<file path="src/rtl/dut_tb_param_pkg.sv">
// Shared types and constants for the DXI progress tracker: FSM encoding,
// LFSR polynomial and the slot threshold derived from the active percentage.
package dut_tb_param_pkg;

    typedef enum logic [1:0] {
        IDLE    = 2'd0,
        RUN     = 2'd1,
        STOPPED = 2'd2
    } dxi_trk_state_e;

    localparam int LFSR_W = 16;
    // Fibonacci taps 16,14,13,11 expressed as bit positions 15,13,12,10
    localparam logic [LFSR_W-1:0] LFSR_TAPS = 16'hB400;

    function automatic int dxi_thr(input int dist_pct);
        return (dist_pct * 128) / 100;
    endfunction

    function automatic logic [LFSR_W-1:0] lfsr_next(input logic [LFSR_W-1:0] cur);
        return {cur[LFSR_W-2:0], ^(cur & LFSR_TAPS)};
    endfunction

endpackage

</file>
<file path="src/rtl/dxi_progress_ch.sv">
// One DXI channel: LFSR-driven slot enable, saturating completion counter
// and milestone sub-counter with a one-cycle pulse output.
module dxi_progress_ch
    import dut_tb_param_pkg::*;
#(
    parameter int          P_DXI_DIST         = 20,
    parameter int          P_MILESTONE_LENGTH = 10,
    parameter int          P_CNT_WIDTH        = 16,
    parameter logic [15:0] P_SEED_CH          = 16'hACE1
) (
    input  logic                   clk_i,
    input  logic                   rstn_i,
    input  logic                   clr_i,
    input  logic                   run_i,
    input  logic                   done_i,
    output logic                   active_o,
    output logic                   milestone_o,
    output logic [P_CNT_WIDTH-1:0] cnt_o
);

    localparam logic [7:0] THR_B = 8'(dxi_thr(P_DXI_DIST));
    localparam int MS_W = (P_MILESTONE_LENGTH > 1) ? $clog2(P_MILESTONE_LENGTH) : 1;
    localparam logic [MS_W-1:0] MS_LAST = MS_W'(P_MILESTONE_LENGTH - 1);

    logic [LFSR_W-1:0]      lfsr_q, lfsr_d;
    logic                   active_q, active_d;
    logic                   mile_q, mile_d;
    logic [P_CNT_WIDTH-1:0] cnt_q, cnt_d;
    logic [MS_W-1:0]        sub_q, sub_d;

    always_comb begin
        lfsr_d   = lfsr_q;
        active_d = 1'b0;
        mile_d   = 1'b0;
        cnt_d    = cnt_q;
        sub_d    = sub_q;
        if (clr_i) begin
            lfsr_d = P_SEED_CH;
            cnt_d  = '0;
            sub_d  = '0;
        end else if (run_i) begin
            lfsr_d   = lfsr_next(lfsr_q);
            // zero-extended so that a threshold of 128 admits every value
            active_d = ({1'b0, lfsr_q[15:9]} < THR_B);
            if (done_i) begin
                if (cnt_q != '1) begin
                    cnt_d = cnt_q + P_CNT_WIDTH'(1);
                end
                if (sub_q == MS_LAST) begin
                    sub_d  = '0;
                    mile_d = 1'b1;
                end else begin
                    sub_d = sub_q + MS_W'(1);
                end
            end
        end
    end

    always_ff @(posedge clk_i or negedge rstn_i) begin
        if (!rstn_i) begin
            lfsr_q   <= P_SEED_CH;
            active_q <= 1'b0;
            mile_q   <= 1'b0;
            cnt_q    <= '0;
            sub_q    <= '0;
        end else begin
            lfsr_q   <= lfsr_d;
            active_q <= active_d;
            mile_q   <= mile_d;
            cnt_q    <= cnt_d;
            sub_q    <= sub_d;
        end
    end

    assign active_o    = active_q;
    assign milestone_o = mile_q;
    assign cnt_o       = cnt_q;

endmodule

</file>
<file path="src/rtl/dxi_progress_tracker.sv">
// Multi-channel DXI progress tracker: run/stop FSM, global saturating fail
// counter and per-channel slot/completion trackers.
module dxi_progress_tracker
    import dut_tb_param_pkg::*;
#(
    parameter int          P_CH_NUM           = 4,
    parameter int          P_DXI_DIST         = 20,
    parameter int          P_MILESTONE_LENGTH = 10,
    parameter int          P_MAX_FAIL_NUM     = 16,
    parameter int          P_CNT_WIDTH        = 16,
    parameter logic [15:0] P_SEED             = 16'hACE1
) (
    input  logic                                  clk,
    input  logic                                  rstn,
    input  logic                                  en,
    input  logic                                  clr,
    input  logic [P_CH_NUM-1:0]                   item_done,
    input  logic [P_CH_NUM-1:0]                   item_fail,
    output logic [P_CH_NUM-1:0]                   dxi_active,
    output logic [P_CH_NUM-1:0]                   milestone,
    output logic [P_CH_NUM*P_CNT_WIDTH-1:0]       item_cnt,
    output logic [$clog2(P_MAX_FAIL_NUM+1)-1:0]   fail_cnt,
    output logic                                  stop,
    output logic [1:0]                            state
);

    localparam int FW    = $clog2(P_MAX_FAIL_NUM + 1);
    localparam int PW    = $clog2(P_CH_NUM + 1);
    localparam int SUM_W = FW + PW;
    localparam logic [SUM_W-1:0] MAX_SUM = SUM_W'(P_MAX_FAIL_NUM);
    localparam logic [FW-1:0]    MAX_FC  = FW'(P_MAX_FAIL_NUM);

    dxi_trk_state_e state_q, state_d;
    logic [FW-1:0]  fail_cnt_q, fail_cnt_d;
    logic           stop_q, stop_d;
    logic [PW-1:0]  pop;
    logic [SUM_W-1:0] fail_sum;
    logic           run;

    assign run = (state_q == RUN);

    always_comb begin
        pop = '0;
        for (int c = 0; c < P_CH_NUM; c++) begin
            pop = pop + PW'(item_done[c] & item_fail[c]);
        end
    end

    assign fail_sum = SUM_W'(fail_cnt_q) + SUM_W'(pop);

    // Reaching the fail limit wins over a simultaneous en drop
    always_comb begin
        state_d    = state_q;
        fail_cnt_d = fail_cnt_q;
        stop_d     = stop_q;
        if (clr) begin
            state_d    = IDLE;
            fail_cnt_d = '0;
            stop_d     = 1'b0;
        end else begin
            case (state_q)
                IDLE: begin
                    if (en) begin
                        state_d = RUN;
                    end
                end
                RUN: begin
                    if (fail_sum >= MAX_SUM) begin
                        fail_cnt_d = MAX_FC;
                        state_d    = STOPPED;
                        stop_d     = 1'b1;
                    end else begin
                        fail_cnt_d = fail_sum[FW-1:0];
                        if (!en) begin
                            state_d = IDLE;
                        end
                    end
                end
                STOPPED: begin
                    state_d = STOPPED;
                end
                default: begin
                    state_d = IDLE;
                end
            endcase
        end
    end

    always_ff @(posedge clk or negedge rstn) begin
        if (!rstn) begin
            state_q    <= IDLE;
            fail_cnt_q <= '0;
            stop_q     <= 1'b0;
        end else begin
            state_q    <= state_d;
            fail_cnt_q <= fail_cnt_d;
            stop_q     <= stop_d;
        end
    end

    for (genvar c = 0; c < P_CH_NUM; c++) begin : g_ch
        dxi_progress_ch #(
            .P_DXI_DIST        (P_DXI_DIST),
            .P_MILESTONE_LENGTH(P_MILESTONE_LENGTH),
            .P_CNT_WIDTH       (P_CNT_WIDTH),
            .P_SEED_CH         (P_SEED ^ 16'(c + 1))
        ) u_ch (
            .clk_i      (clk),
            .rstn_i     (rstn),
            .clr_i      (clr),
            .run_i      (run),
            .done_i     (item_done[c]),
            .active_o   (dxi_active[c]),
            .milestone_o(milestone[c]),
            .cnt_o      (item_cnt[c*P_CNT_WIDTH +: P_CNT_WIDTH])
        );
    end

    assign fail_cnt = fail_cnt_q;
    assign stop     = stop_q;
    assign state    = state_q;

endmodule

</file>
<file path="config.mk">
export PLATFORM = sky130hd
export DESIGN_NAME = dxi_progress_tracker
export DESIGN_NICKNAME = d
export VERILOG_FILES = /design/src/rtl/dut_tb_param_pkg.sv /design/src/rtl/dxi_progress_ch.sv /design/src/rtl/dxi_progress_tracker.sv
export SDC_FILE = /design/constraint.sdc
export NUM_CORES = 1
export LEC_CHECK = 0
export BUFFER_PORTS_ARGS = -buffer_cell sky130_fd_sc_hd__clkbuf_2
export CAP_MARGIN = 5
export CORE_ASPECT_RATIO = 1.25
export CORE_MARGIN = 4
export CORE_UTILIZATION = 35
export DETAILED_ROUTE_END_ITERATION = 16
export GPL_TIMING_DRIVEN = 0
export RECOVER_POWER = 100
export SLEW_MARGIN = 20
export SYNTH_ARGS = -nofsm -noshare
export SYNTH_HDL_FRONTEND = slang
export SYNTH_SLANG_ARGS = --single-unit
</file>
<file path="constraint.sdc">
create_clock -name clk -period 2.5 [get_ports clk]
set_clock_uncertainty 0.2 [all_clocks]
set_input_delay 0.25 -clock clk [delete_from_list [all_inputs] [get_ports clk]]
set_output_delay 0.25 -clock clk [all_outputs]
set_load 0.005 [all_outputs]
</file>
==> impl_metrics.py <==
metrics = {
    "status": {
        "status": "finished with violations",
        "violations": "max-capacitance violations, max-slew violations, negative setup slack",
    },
    "route": {
        "drc": 0,
        "ant_nets": 0,
        "via_per_inst": 5.14,
        "wire_per_inst_um": 15.9,
        "dr.first_iter.drc_count": 334,
        "first_pass_iters": 4,
        "num_vias": 6581,
        "wl_mm": 20.4,
    },
    "worst_setup_path": {
        "critPathRequiredTime_ns": 2.65,
        "criticalPathCategory": "reg -> reg",
        "critPathBufInv": 2,
        "cp.arrival_ns": 2.76,
        "crit_path_top_delay_cell": "fa_1",
        "path_cells": "inv_2 -> fa_1 -> fa_2 -> inv_2 -> fa_2 -> and4_4 -> a21oi_4 -> or3_1 -> a21oi_2",
        "worstSetupEndpointType": "register",
        "cp_max_fo": 5,
        "crit_family": "adder cells",
        "crit_path_max_incr_delay_ns": 0.43,
        "startpoint_type": "register",
    },
    "logic_synthesis": {
        "yosysWarnings": 0,
        "async_flop_share": 1.00,
        "synth_seq_cells": 160,
        "synth_top_cell_by_area": "dfrtp_1",
        "ys_types": 56,
        "yosys-top-cells-area": "dfrtp_1, dfstp_2, nand2_1",
        "ys_seq_area_frac": 0.508,
        "syn-num-nets": 899,
        "synth_top_area_frac": 0.399,
        "synthMostInstantiatedCell": "nand2_1",
        "syn_inst": 867,
        "ys.flop_type": "dfrtp_1",
        "yosys-top-cells-count": "nand2_1, dfrtp_1, nor2_1",
        "synth_area_sq_um": 7970,
        "synth_edf_count": 0,
        "syn_avg_cell_area_sq_um": 9.19,
    },
    "timing": {
        "relSlewSlack": -0.206,
        "rsz0062_at_grt": "true",
        "tightest_slew_ns": 1.81,
        "fmax_mhz": 384,
        "fin_crit_sh": 1.04,
        "fin_crit_ns": 2.61,
        "hold_violations": 0,
        "setup_tns_ns": -0.237,
        "drv_slew": 76,
        "setup_viol": 4,
        "fin_ws_ns": -0.105,
    },
    "cts": {
        "clk_pin_slew_ns": 0.06,
        "cts_buffers": 17,
        "clock_path_buffers": 2,
        "cts_tree": "yes",
        "h-tree-depth": 4,
        "numClockSinks": 160,
        "clock_latency_ns": 0.43,
        "root_buffer": "clkbuf_16",
    },
    "finish": {
        "register_area_sq_um": 4050,
        "diodes": 0,
        "final_cell_area_sq_um": 9500,
        "multi_input_area_sq_um": 3680,
        "fill_cells": 2269,
        "drive_above_1_share": 0.152,
        "nNetsFinal": 1019,
        "syn_to_final_growth_pct": 19.2,
    },
    "global_route": {
        "grt_overflow_total": 0,
        "grt_pass1_wl_mm": 34.5,
        "globalRouteTotalUtil": 0.169,
        "antenna_found_initial": 0,
        "grt_max_degree": 86,
        "grt_pass1_vias": 6719,
    },
    "place": {
        "placed_area_sq_um": 8820,
        "hpwlAfterDp_mm": 14.3,
        "numPortBuffers": 90,
        "pre_cts_ws_ns": -0.491,
        "gp_congestion": 0.815,
    },
    "floorplan": {
        "fp.dieH_um": 177,
        "start_util": 0.356,
        "die_w_um": 143,
        "io_pins": 92,
        "rows": 61,
        "die_area_sq_um": 25300,
        "coreArea_sq_um": 22400,
    },
    "flow_run": {
        "maxCapViolCount": 1,
    },
    "worst_hold_path": {
        "hp-class": "in -> reg",
    },
    "power": {
        "power.leakage_nw": 4.03,
        "vdd_drop_max_mv": 0.407,
        "cellPowerDensity_nw_per_um2": 615,
    },
}
power breakdown:
group          internal (mW)  total (mW)  switching, mW
combinational          0.133       0.408          0.275
clock                   1.65        2.68           1.03
sequential              2.69        2.75         0.0621
sequential cells by signal, indices dropped and copies added, names as in the netlist:
register	cells
g_ch.u_ch.milestone_o	4
g_ch.u_ch.sub_q	16
state	2
fail_cnt	5
g_ch.u_ch.cnt_o	64
stop	1
g_ch.u_ch.active_o	4
g_ch.u_ch.lfsr_q	64
layout make-up:
class                      count  area share
sequential                   160       0.426
multi-input combinational    638       0.388
timing repair buffer         101      0.0540
clock buffer                  18      0.0452
tap                          283      0.0373
buffer                        53      0.0259
clock inverter                11      0.0175
inverter                      16     0.00632
worst min-delay path: cells and delay by family:
| family | cells | cell delay (ns) |
|---|---|---|
| AOI/OAI and AO/OA | 1 | 0.09 |
| buffers and inverters | 1 | 0.14 |
| and+or+nand+nor | 1 | 0.17 |
per-layer routing:
layer | vias to the layer above | GRT usage | wire length, um
met1 | 3233 | 0.220 | 9120
met3 | 23 | 0.0368 | 762
li1 | 3220 | - | -
met2 | 105 | 0.282 | 10100
met4 | 0 | 0.0515 | 325
met5 | - | 0 | 0
cells in the final DEF, fill, tap and decap left out, drive strengths merged, types with 7 or more instances in the layout:
cell type / instances
a211oi: 11
a21oi: 67
and2: 7
and3: 12
and4: 7
buf: 28
clkbuf: 139
dfrtp: 127
dfstp: 33
ha: 17
inv: 17
nand2: 182
nand3: 54
nor2: 72
nor3: 27
nor4: 16
o211ai: 8
o21ai: 29
xnor2: 50
cells by family (layout without fill, tap and decap cells):
logic type / count (synthesis) / in the layout / share of synthesized area
xor gates and xnor gates: 52 / 52 / 0.0572
adders and majority gates: 20 / 20 / 0.0342
AOI/OAI and AO/OA: 144 / 144 / 0.110
DFF: 160 / 160 / 0.508
muxes: 5 / 5 / 0.00628
and+or+nand+nor: 417 / 417 / 0.247
buffers and inverters: 69 / 199 / 0.0372
what timing repair did:
action,CTS,global route
buffers inserted,3,2
pin swaps,1,2
endpoints found under the setup margin,24,40
hold endpoints to repair,72,0
gates resized for setup,7,21
gates cloned,0,0
hold buffers,5,0
stage by stage:
stage	hold slack, ns	instances	power, mW	util
after floorplan	-0.246	867	3.02	-
after global placement	0.260	1240	3.19	0.393
after detailed placement	0.154	1241	3.20	0.394
after CTS	0.0419	1278	5.93	0.425
after global routing	0.0918	1280	6.11	0.425
final	0.0639	1280	5.84	0.425
final timing paths:
| kind | slack, ns | end | depth (start not counted) | startpoint |
|---|---|---|---|---|
| worst max-delay path | -0.11 | fail_cnt[0] | 9 | fail_cnt[0] |
| worst min-delay path | 0.06 | g_ch[2].u_ch.sub_q[3] | 3 | item_done[2] |
| worst max register to register | -0.11 | fail_cnt[0] | 9 | fail_cnt[0] |
| worst min register to register | 0.27 | g_ch[2].u_ch.active_o | 1 | g_ch[2].u_ch.lfsr_q[14] |
| max in group asynchronous | 0.29 | g_ch[0].u_ch.lfsr_q[6] | 3 | rstn |
| min in group asynchronous | 0.65 | g_ch[0].u_ch.cnt_o[7] | 2 | rstn |
Note: power is estimated with default switching activity, not from simulation.
